File: config.mk
export PLATFORM = sky130hd
export DESIGN_NAME = alu_op_sequencer
export DESIGN_NICKNAME = d
export VERILOG_FILES = /design/src/rtl/alu_op_sequencer.sv
export SDC_FILE = /design/constraint.sdc
export NUM_CORES = 1
export LEC_CHECK = 0
export ABC_CLOCK_PERIOD_IN_PS = 2700
export BUFFER_PORTS_ARGS = -buffer_cell sky130_fd_sc_hd__buf_2
export CORE_UTILIZATION = 50
export DETAILED_ROUTE_END_ITERATION = 12
export GPL_ROUTABILITY_DRIVEN = 0
export GPL_TIMING_DRIVEN = 0
export PLACE_DENSITY = 0.82
export SYNTH_ARGS = -nofsm -noshare
export SYNTH_HDL_FRONTEND = slang
export SYNTH_SLANG_ARGS = --single-unit
File: constraint.sdc
create_clock -name clk -period 2.7 [get_ports clk]
set_input_delay 0.27 -clock clk [delete_from_list [all_inputs] [get_ports clk]]
set_output_delay 0.27 -clock clk [all_outputs]
set_load 0.02 [all_outputs]
File: src/rtl/alu_op_sequencer.sv
// Valid/ready sequencer for a combinational ALU: it latches a command, waits for the ALU to settle, captures the result and offers it as a response.
// Optional macro ALU_SELF_CHECK_EN adds a reference model whose result drives rsp_mismatch.
module alu_op_sequencer #(
  parameter int WIDTH         = 8,
  parameter int SETTLE_CYCLES = 1,
  parameter int CNT_W         = 16
) (
  input  logic             clk,
  input  logic             reset,
  input  logic             req_valid,
  output logic             req_ready,
  input  logic [WIDTH-1:0] req_a,
  input  logic [WIDTH-1:0] req_b,
  input  logic [3:0]       req_sel,
  output logic [WIDTH-1:0] alu_a,
  output logic [WIDTH-1:0] alu_b,
  output logic [3:0]       alu_sel,
  input  logic [WIDTH-1:0] alu_out,
  input  logic             alu_carry,
  output logic             rsp_valid,
  input  logic             rsp_ready,
  output logic [WIDTH-1:0] rsp_result,
  output logic             rsp_carry,
  output logic [3:0]       rsp_sel,
  output logic             rsp_mismatch,
  output logic [CNT_W-1:0] txn_count,
  output logic [1:0]       state_dbg
);

  // Handshake: a transfer happens on a rising edge where valid && ready; the
  // sender holds its payload stable while valid is high and ready is low.
  typedef enum logic [1:0] {IDLE, SETTLE, CAPTURE, RESP} state_t;

  localparam logic [3:0] SETTLE_LOAD = 4'(SETTLE_CYCLES - 1);

  state_t           state_q, state_d;
  logic [3:0]       cnt_q, cnt_d;
  logic [WIDTH-1:0] alu_a_q, alu_a_d, alu_b_q, alu_b_d;
  logic [3:0]       alu_sel_q, alu_sel_d;
  logic [WIDTH-1:0] rsp_result_q, rsp_result_d;
  logic             rsp_carry_q, rsp_carry_d;
  logic [3:0]       rsp_sel_q, rsp_sel_d;
  logic [CNT_W-1:0] txn_count_q, txn_count_d;

  always_ff @(posedge clk or posedge reset) begin
    if (reset) begin
      state_q      <= IDLE;
      cnt_q        <= '0;
      alu_a_q      <= '0;
      alu_b_q      <= '0;
      alu_sel_q    <= '0;
      rsp_result_q <= '0;
      rsp_carry_q  <= 1'b0;
      rsp_sel_q    <= '0;
      txn_count_q  <= '0;
    end else begin
      state_q      <= state_d;
      cnt_q        <= cnt_d;
      alu_a_q      <= alu_a_d;
      alu_b_q      <= alu_b_d;
      alu_sel_q    <= alu_sel_d;
      rsp_result_q <= rsp_result_d;
      rsp_carry_q  <= rsp_carry_d;
      rsp_sel_q    <= rsp_sel_d;
      txn_count_q  <= txn_count_d;
    end
  end

  always_comb begin
    state_d      = state_q;
    cnt_d        = cnt_q;
    alu_a_d      = alu_a_q;
    alu_b_d      = alu_b_q;
    alu_sel_d    = alu_sel_q;
    rsp_result_d = rsp_result_q;
    rsp_carry_d  = rsp_carry_q;
    rsp_sel_d    = rsp_sel_q;
    txn_count_d  = txn_count_q;
    case (state_q)
      IDLE: begin
        if (req_valid) begin
          alu_a_d   = req_a;
          alu_b_d   = req_b;
          alu_sel_d = req_sel;
          cnt_d     = SETTLE_LOAD;
          state_d   = SETTLE;
        end
      end
      SETTLE: begin
        if (cnt_q == 4'd0) state_d = CAPTURE;
        else               cnt_d   = cnt_q - 4'd1;
      end
      CAPTURE: begin
        rsp_result_d = alu_out;
        rsp_carry_d  = alu_carry;
        rsp_sel_d    = alu_sel_q;
        state_d      = RESP;
      end
      RESP: begin
        if (rsp_ready) begin
          txn_count_d = txn_count_q + CNT_W'(1);
          state_d     = IDLE;
        end
      end
      default: state_d = IDLE;
    endcase
  end

`ifdef ALU_SELF_CHECK_EN
  logic [WIDTH:0]     ref_sum;
  logic [2*WIDTH-1:0] ref_prod;
  logic [WIDTH-1:0]   ref_res;
  logic               mm_q, mm_d;

  always_comb begin
    ref_sum  = {1'b0, alu_a_q} + {1'b0, alu_b_q};
    ref_prod = {{WIDTH{1'b0}}, alu_a_q} * {{WIDTH{1'b0}}, alu_b_q};
    case (alu_sel_q)
      4'd0:    ref_res = ref_sum[WIDTH-1:0];
      4'd1:    ref_res = alu_a_q - alu_b_q;
      4'd2:    ref_res = ref_prod[WIDTH-1:0];
      4'd3:    ref_res = (alu_b_q == '0) ? '0 : alu_a_q / alu_b_q;
      4'd4:    ref_res = alu_a_q << 1;
      4'd5:    ref_res = alu_a_q >> 1;
      4'd6:    ref_res = {alu_a_q[WIDTH-2:0], alu_a_q[WIDTH-1]};
      4'd7:    ref_res = {alu_a_q[0], alu_a_q[WIDTH-1:1]};
      4'd8:    ref_res = alu_a_q & alu_b_q;
      4'd9:    ref_res = alu_a_q | alu_b_q;
      4'd10:   ref_res = alu_a_q ^ alu_b_q;
      4'd11:   ref_res = ~(alu_a_q | alu_b_q);
      4'd12:   ref_res = ~(alu_a_q & alu_b_q);
      4'd13:   ref_res = ~(alu_a_q ^ alu_b_q);
      4'd14:   ref_res = (alu_a_q > alu_b_q) ? WIDTH'(1) : '0;
      default: ref_res = (alu_a_q == alu_b_q) ? WIDTH'(1) : '0;
    endcase
    mm_d = mm_q;
    if (state_q == CAPTURE) begin
      // Division by zero has no defined ALU result, so it never flags.
      if (alu_sel_q == 4'd3 && alu_b_q == '0) mm_d = 1'b0;
      else mm_d = (ref_res != alu_out) || (ref_sum[WIDTH] != alu_carry);
    end
  end

  always_ff @(posedge clk or posedge reset) begin
    if (reset) mm_q <= 1'b0;
    else       mm_q <= mm_d;
  end

  assign rsp_mismatch = mm_q;
`else
  assign rsp_mismatch = 1'b0;
`endif

  assign req_ready  = (state_q == IDLE);
  assign rsp_valid  = (state_q == RESP);
  assign alu_a      = alu_a_q;
  assign alu_b      = alu_b_q;
  assign alu_sel    = alu_sel_q;
  assign rsp_result = rsp_result_q;
  assign rsp_carry  = rsp_carry_q;
  assign rsp_sel    = rsp_sel_q;
  assign txn_count  = txn_count_q;
  assign state_dbg  = state_q;

endmodule

Word level (Yosys, flattened, before mapping)
Index checks and enable logic that the tools add are counted. W data, S select, Z words.

$add $sub $neg: 2. Equal/unequal tests: 7. Mux-type cells: 7. Reduce and logical (&&, ||, !) cells: 7.

Operators with widths (count): $add A16 B1 Y16 const B (1); $mux W4 (2); $pmux W2 S4 (1); $pmux W4 S2 (1); $mux W2 (3); $ne A2 B2 Y1 const B (3); $reduce_and A3 Y1 (2); $eq A2 B2 Y1 const B (2); $logic_not A4 Y1 (1); $reduce_and A2 Y1 (2); $sub A4 B1 Y4 const B (1); $eq A2 B1 Y1 const B (1); $logic_not A2 Y1 (1); $ne A2 B1 Y1 const B (1); $reduce_bool A2 Y1 (1).

Register bits after elaboration: 55. Bits of input ports: 33. Output and inout bits: 54. Word-level logic and storage cells: 32.

Depth between registers and ports, before layout
Depth in word-level cells: 3. Mapped depth: 6. Gate-level depth less buffers: 6.

Least setup slack after synthesis
No wires, ideal clock.

Kind: flip-flop to flip-flop. From: register state_q[1], in the netlist state_dbg[1]. To: register txn_count_q[14], in the netlist txn_count[14]. Setup time: 0.080 ns. Data arrival time: 1.772 ns. Data required time: 2.620 ns. Slack: 0.848 ns. Stages on the path, launching flop included: 6. Path buffers: 0. Clock period less this slack: 1.852 ns. Path through: dfrtp_1 > ha_1 > nand3_2 > or3_4 > nor3_1 > xnor2_1.

Word-level cells in the longest chain between the ends: 2.

RTL lines: start: declaration (line 36) `state_t state_q, state_d;`; start signal: assignment (line 57) `state_q <= state_d;`; $eq A2 B2 Y1; net rsp_valid (line 20) `output logic rsp_valid,`; $reduce_and A2 Y1 (no source line); end signal: assignment (line 65) `txn_count_q <= txn_count_d;`; end: declaration (line 43) `logic [CNT_W-1:0] txn_count_q, txn_count_d;`.

The timed path passes the listed nets, and every way through them passes these cells. A chain may end at the register's enable or synchronous reset.

Worst setup path after layout
From: register state_q[1], in the netlist state_dbg[1]. To: register alu_a_q[2], in the netlist alu_a[2].

Word-level cells in the longest chain between the ends: 2.

RTL lines: $logic_not A2 Y1 (line 79) `case (state_q)`; $reduce_and A2 Y1 (no source line); end signal: assignment (line 59) `alu_a_q <= alu_a_d;`; end: declaration (line 38) `logic [WIDTH-1:0] alu_a_q, alu_a_d, alu_b_q, alu_b_d;`.

Every way passes these cells.

==> flow_summary.ini <==
[worst_setup_path]
slowest_delay_ns = 0.45
crit_chain = inv_1, ha_1, nand2_1, clkbuf_1, mux2_2
arrival_ns = 2.01
slowest_stage = clkbuf_1
worstPathMaxFanout = 10
rrSetupSlack_ns = 0.88
critPathKind = reg2reg
worstSetupEndpointType = flop
crit_path_end = alu_a[2]$_DFFE_PP0P_
r2r-end = alu_a[2]$_DFFE_PP0P_
critical_path_required_ns = 2.89
reg2reg_from = state_dbg[1]$_DFFE_PP0P_
rr_worst_depth = 5
cp-startpoint = state_dbg[1]$_DFFE_PP0P_
start_kind = flop

[timing]
min_period_over_period_pct = 67.40
relSlewSlack_pct = 62.60
hold_violations = 1
slew_viol_final = 0
setup_violations = 0
min_period_ns = 1.820
holdWs_ns = -0.0007022
worstMarginPinSlew_ns = 0.5610
grt_setup_unrepaired = false
finClkSkew_ns = 0.006304
max_freq_ghz = 0.5495
totalNegativeSetupSlack_ns = 0

[logic_synthesis]
synth_top_family_by_area = multiplexers
synthTopCellsByArea = dfrtp_1, mux2_2, xnor2_1
synthSimpleGateAreaFrac_pct = 8.644
synthArstFlopShare_pct = 100.0
synth_top_cells_by_count = dfrtp_1, mux2_2, xnor2_1
netlist_area_um2 = 2316
netlist_instances = 171
synth_mux_area_share_pct = 17.88
synth.most_common_cell = dfrtp_1
synth_fa_ha_area_share_pct = 3.241
ys_ff_latch = 55
ys_types = 34
yosys.area.top_type = dfrtp_1
synth-edff-count = 0
synth_compound_area_share_pct = 2.485
syn_nets = 210
synthFlopType = dfrtp_1
ys_warn_count = 0
ys_seq_area_share_pct = 59.43
syn_avg_cell_area_um2 = 13.54
netlist.area_leader.share_pct = 59.43
synth_xor_area_share_pct = 5.673

[grt]
grt-ovfl-total = 0
grt_use_total_pct = 19.29
grt_pass1_vias = 1667
grt_pass1_wl_um = 7507
grt_use_met2_pct = 32.16
met3_usage_pct = 4.762
met1_usage_pct = 24.27
gr-max-usage-layer = met2
grt_max_degree = 32
grt_antenna_before_repair = 0

[detailed_routing]
first_iter_violations = 63
drc = 0
drt_pre_antenna_iters = 4
drtAntennaViolNets = 0
wl_per_cell_um = 13.78
vias = 1648
routed_wl_um = 4356
vias_per_cell = 5.215

[clock_tree]
clkTransAtPathRegs_ns = 0.09
h-tree-depth = 2
cts_max_path_buffers = 2
hold_buffers = 0
post_cts_resize_count = 0
cts_setup_buffers = 0
clock_sinks = 55
worstSkewPairLatency_ns = 0.30
cts_buffers = 5
cts_tree = built
clock-root-buffer = clkbuf_8

[power]
irDropWorstVdd_mv = 0.6518
power_density_nw_per_um2 = 1153
finalPower_mw = 3.359
leakage_nw = 1.478

[run_status]
violations = negative hold slack
status = complete, but fails checks

[finish]
seq_area_um2 = 1376
multi_input_area_um2 = 882.1
nets = 303
drive_above_1_share_pct = 51.14
final.fill_count = 356
diodes = 0
fin_area_um2 = 2914
finalCoreUtilization_pct = 66.01
area.growth.synth_to_final_pct = 25.82

[die]
num_rows = 24
die_w_um = 70.06
ios = 87
dieArea_um2 = 4908
die_y_um = 70.06
initial_utilization_pct = 52.47
coreArea_um2 = 4414

[placement]
hpwl_um = 3249
dpl_cell_area_um2 = 2826
port_buffers = 85

[hold_path]
min_path_type = in2async

[job]
maxCapViolations = 0
layout by cell type, fill, tap and decap left out, types with 2 or more instances in the layout:
cell        n
and4_1      2
buf_2      86
clkbuf_1    2
clkbuf_8    6
dfrtp_1    55
ha_1        6
inv_1       8
inv_2       2
mux2_2     34
mux2i_1     2
nand2_1     7
nand3_1     4
nand4_1     3
nor2_1      5
nor3_1      4
o21ai_0     3
o2bb2ai_1   2
xnor2_1    10
xor2_1      5
cells by family after synthesis:
group	count (synthesis)
AOI/OAI and AO/OA	8
DFF	55
and+or+nand+nor	35
muxes	37
adders and majority gates	6
xor gates and xnor gates	15
buffers and inverters	14
other	1
state kept, by name (all words and copies together) (netlist names):
name,count
cnt_q,4
rsp_carry,1
state_dbg,2
rsp_sel,4
alu_sel,4
alu_b,8
alu_a,8
txn_count,16
rsp_result,8
metal layers:
metal  part of all wire [%]  vias up  routed length (um)
met2                     50       59                2162
met1                     43      812                1876
met5                      0        -                   0
li1                       -      769                   -
met3                    5.9        8                 259
met4                    1.3        0                  57
power by group:
group | switching (mW) | internal, mW | leakage (nW)
Clock | 0.247 | 0.202 | 0.0470
Combinational | 0.869 | 0.678 | 0.755
Sequential | 0.210 | 1.15 | 0.677
worst min-delay path by stage:
stage,startpoint,end,slack [ns],cells past startpoint
CTS,reset,rsp_result[4]$_DFFE_PP0P_,0.02,2
global route,reset,rsp_result[4]$_DFFE_PP0P_,0.06,2
global placement,txn_count[15]$_DFFE_PP0P_,txn_count[15]$_DFFE_PP0P_,0.45,1
finish,reset,rsp_result[5]$_DFFE_PP0P_,-0.0007,2
floorplan,req_a[0],alu_a[0]$_DFFE_PP0P_,0.42,1
detailed placement,reset,rsp_result[3]$_DFFE_PP0P_,0.35,2
worst max-delay path, delay by kind of cell (launching register included):
kind                       cells  cell delay, ns
adders and majority gates      1            0.23
and+or+nand+nor                1            0.10
DFF                            1            0.44
buffers and inverters          2            0.54
muxes                          1            0.40
cell type report:
| cell class | count | area share (%) |
|---|---|---|
| multi-input combinational | 102 | 30.27 |
| timing repair buffer | 86 | 15.29 |
| tap | 52 | 2.233 |
| clock inverter | 1 | 0.1717 |
| clock buffer | 6 | 2.834 |
| buffer | 4 | 0.6870 |
| inverter | 10 | 1.288 |
| sequential | 55 | 47.23 |
per-stage QoR:
stage	setup WS [ns]	instances	hold slack, ns
2_1_floorplan	0.8484	171	0.4206
3_3_place_gp	0.4281	308	0.4521
3_5_place_dp	0.8542	309	0.3514
4_1_cts	0.8545	316	0.01768
5_1_grt	0.7154	316	0.05892
6_report	0.8802	316	-0.0007022
No activity file was read; power rests on OpenSTA's default activity.
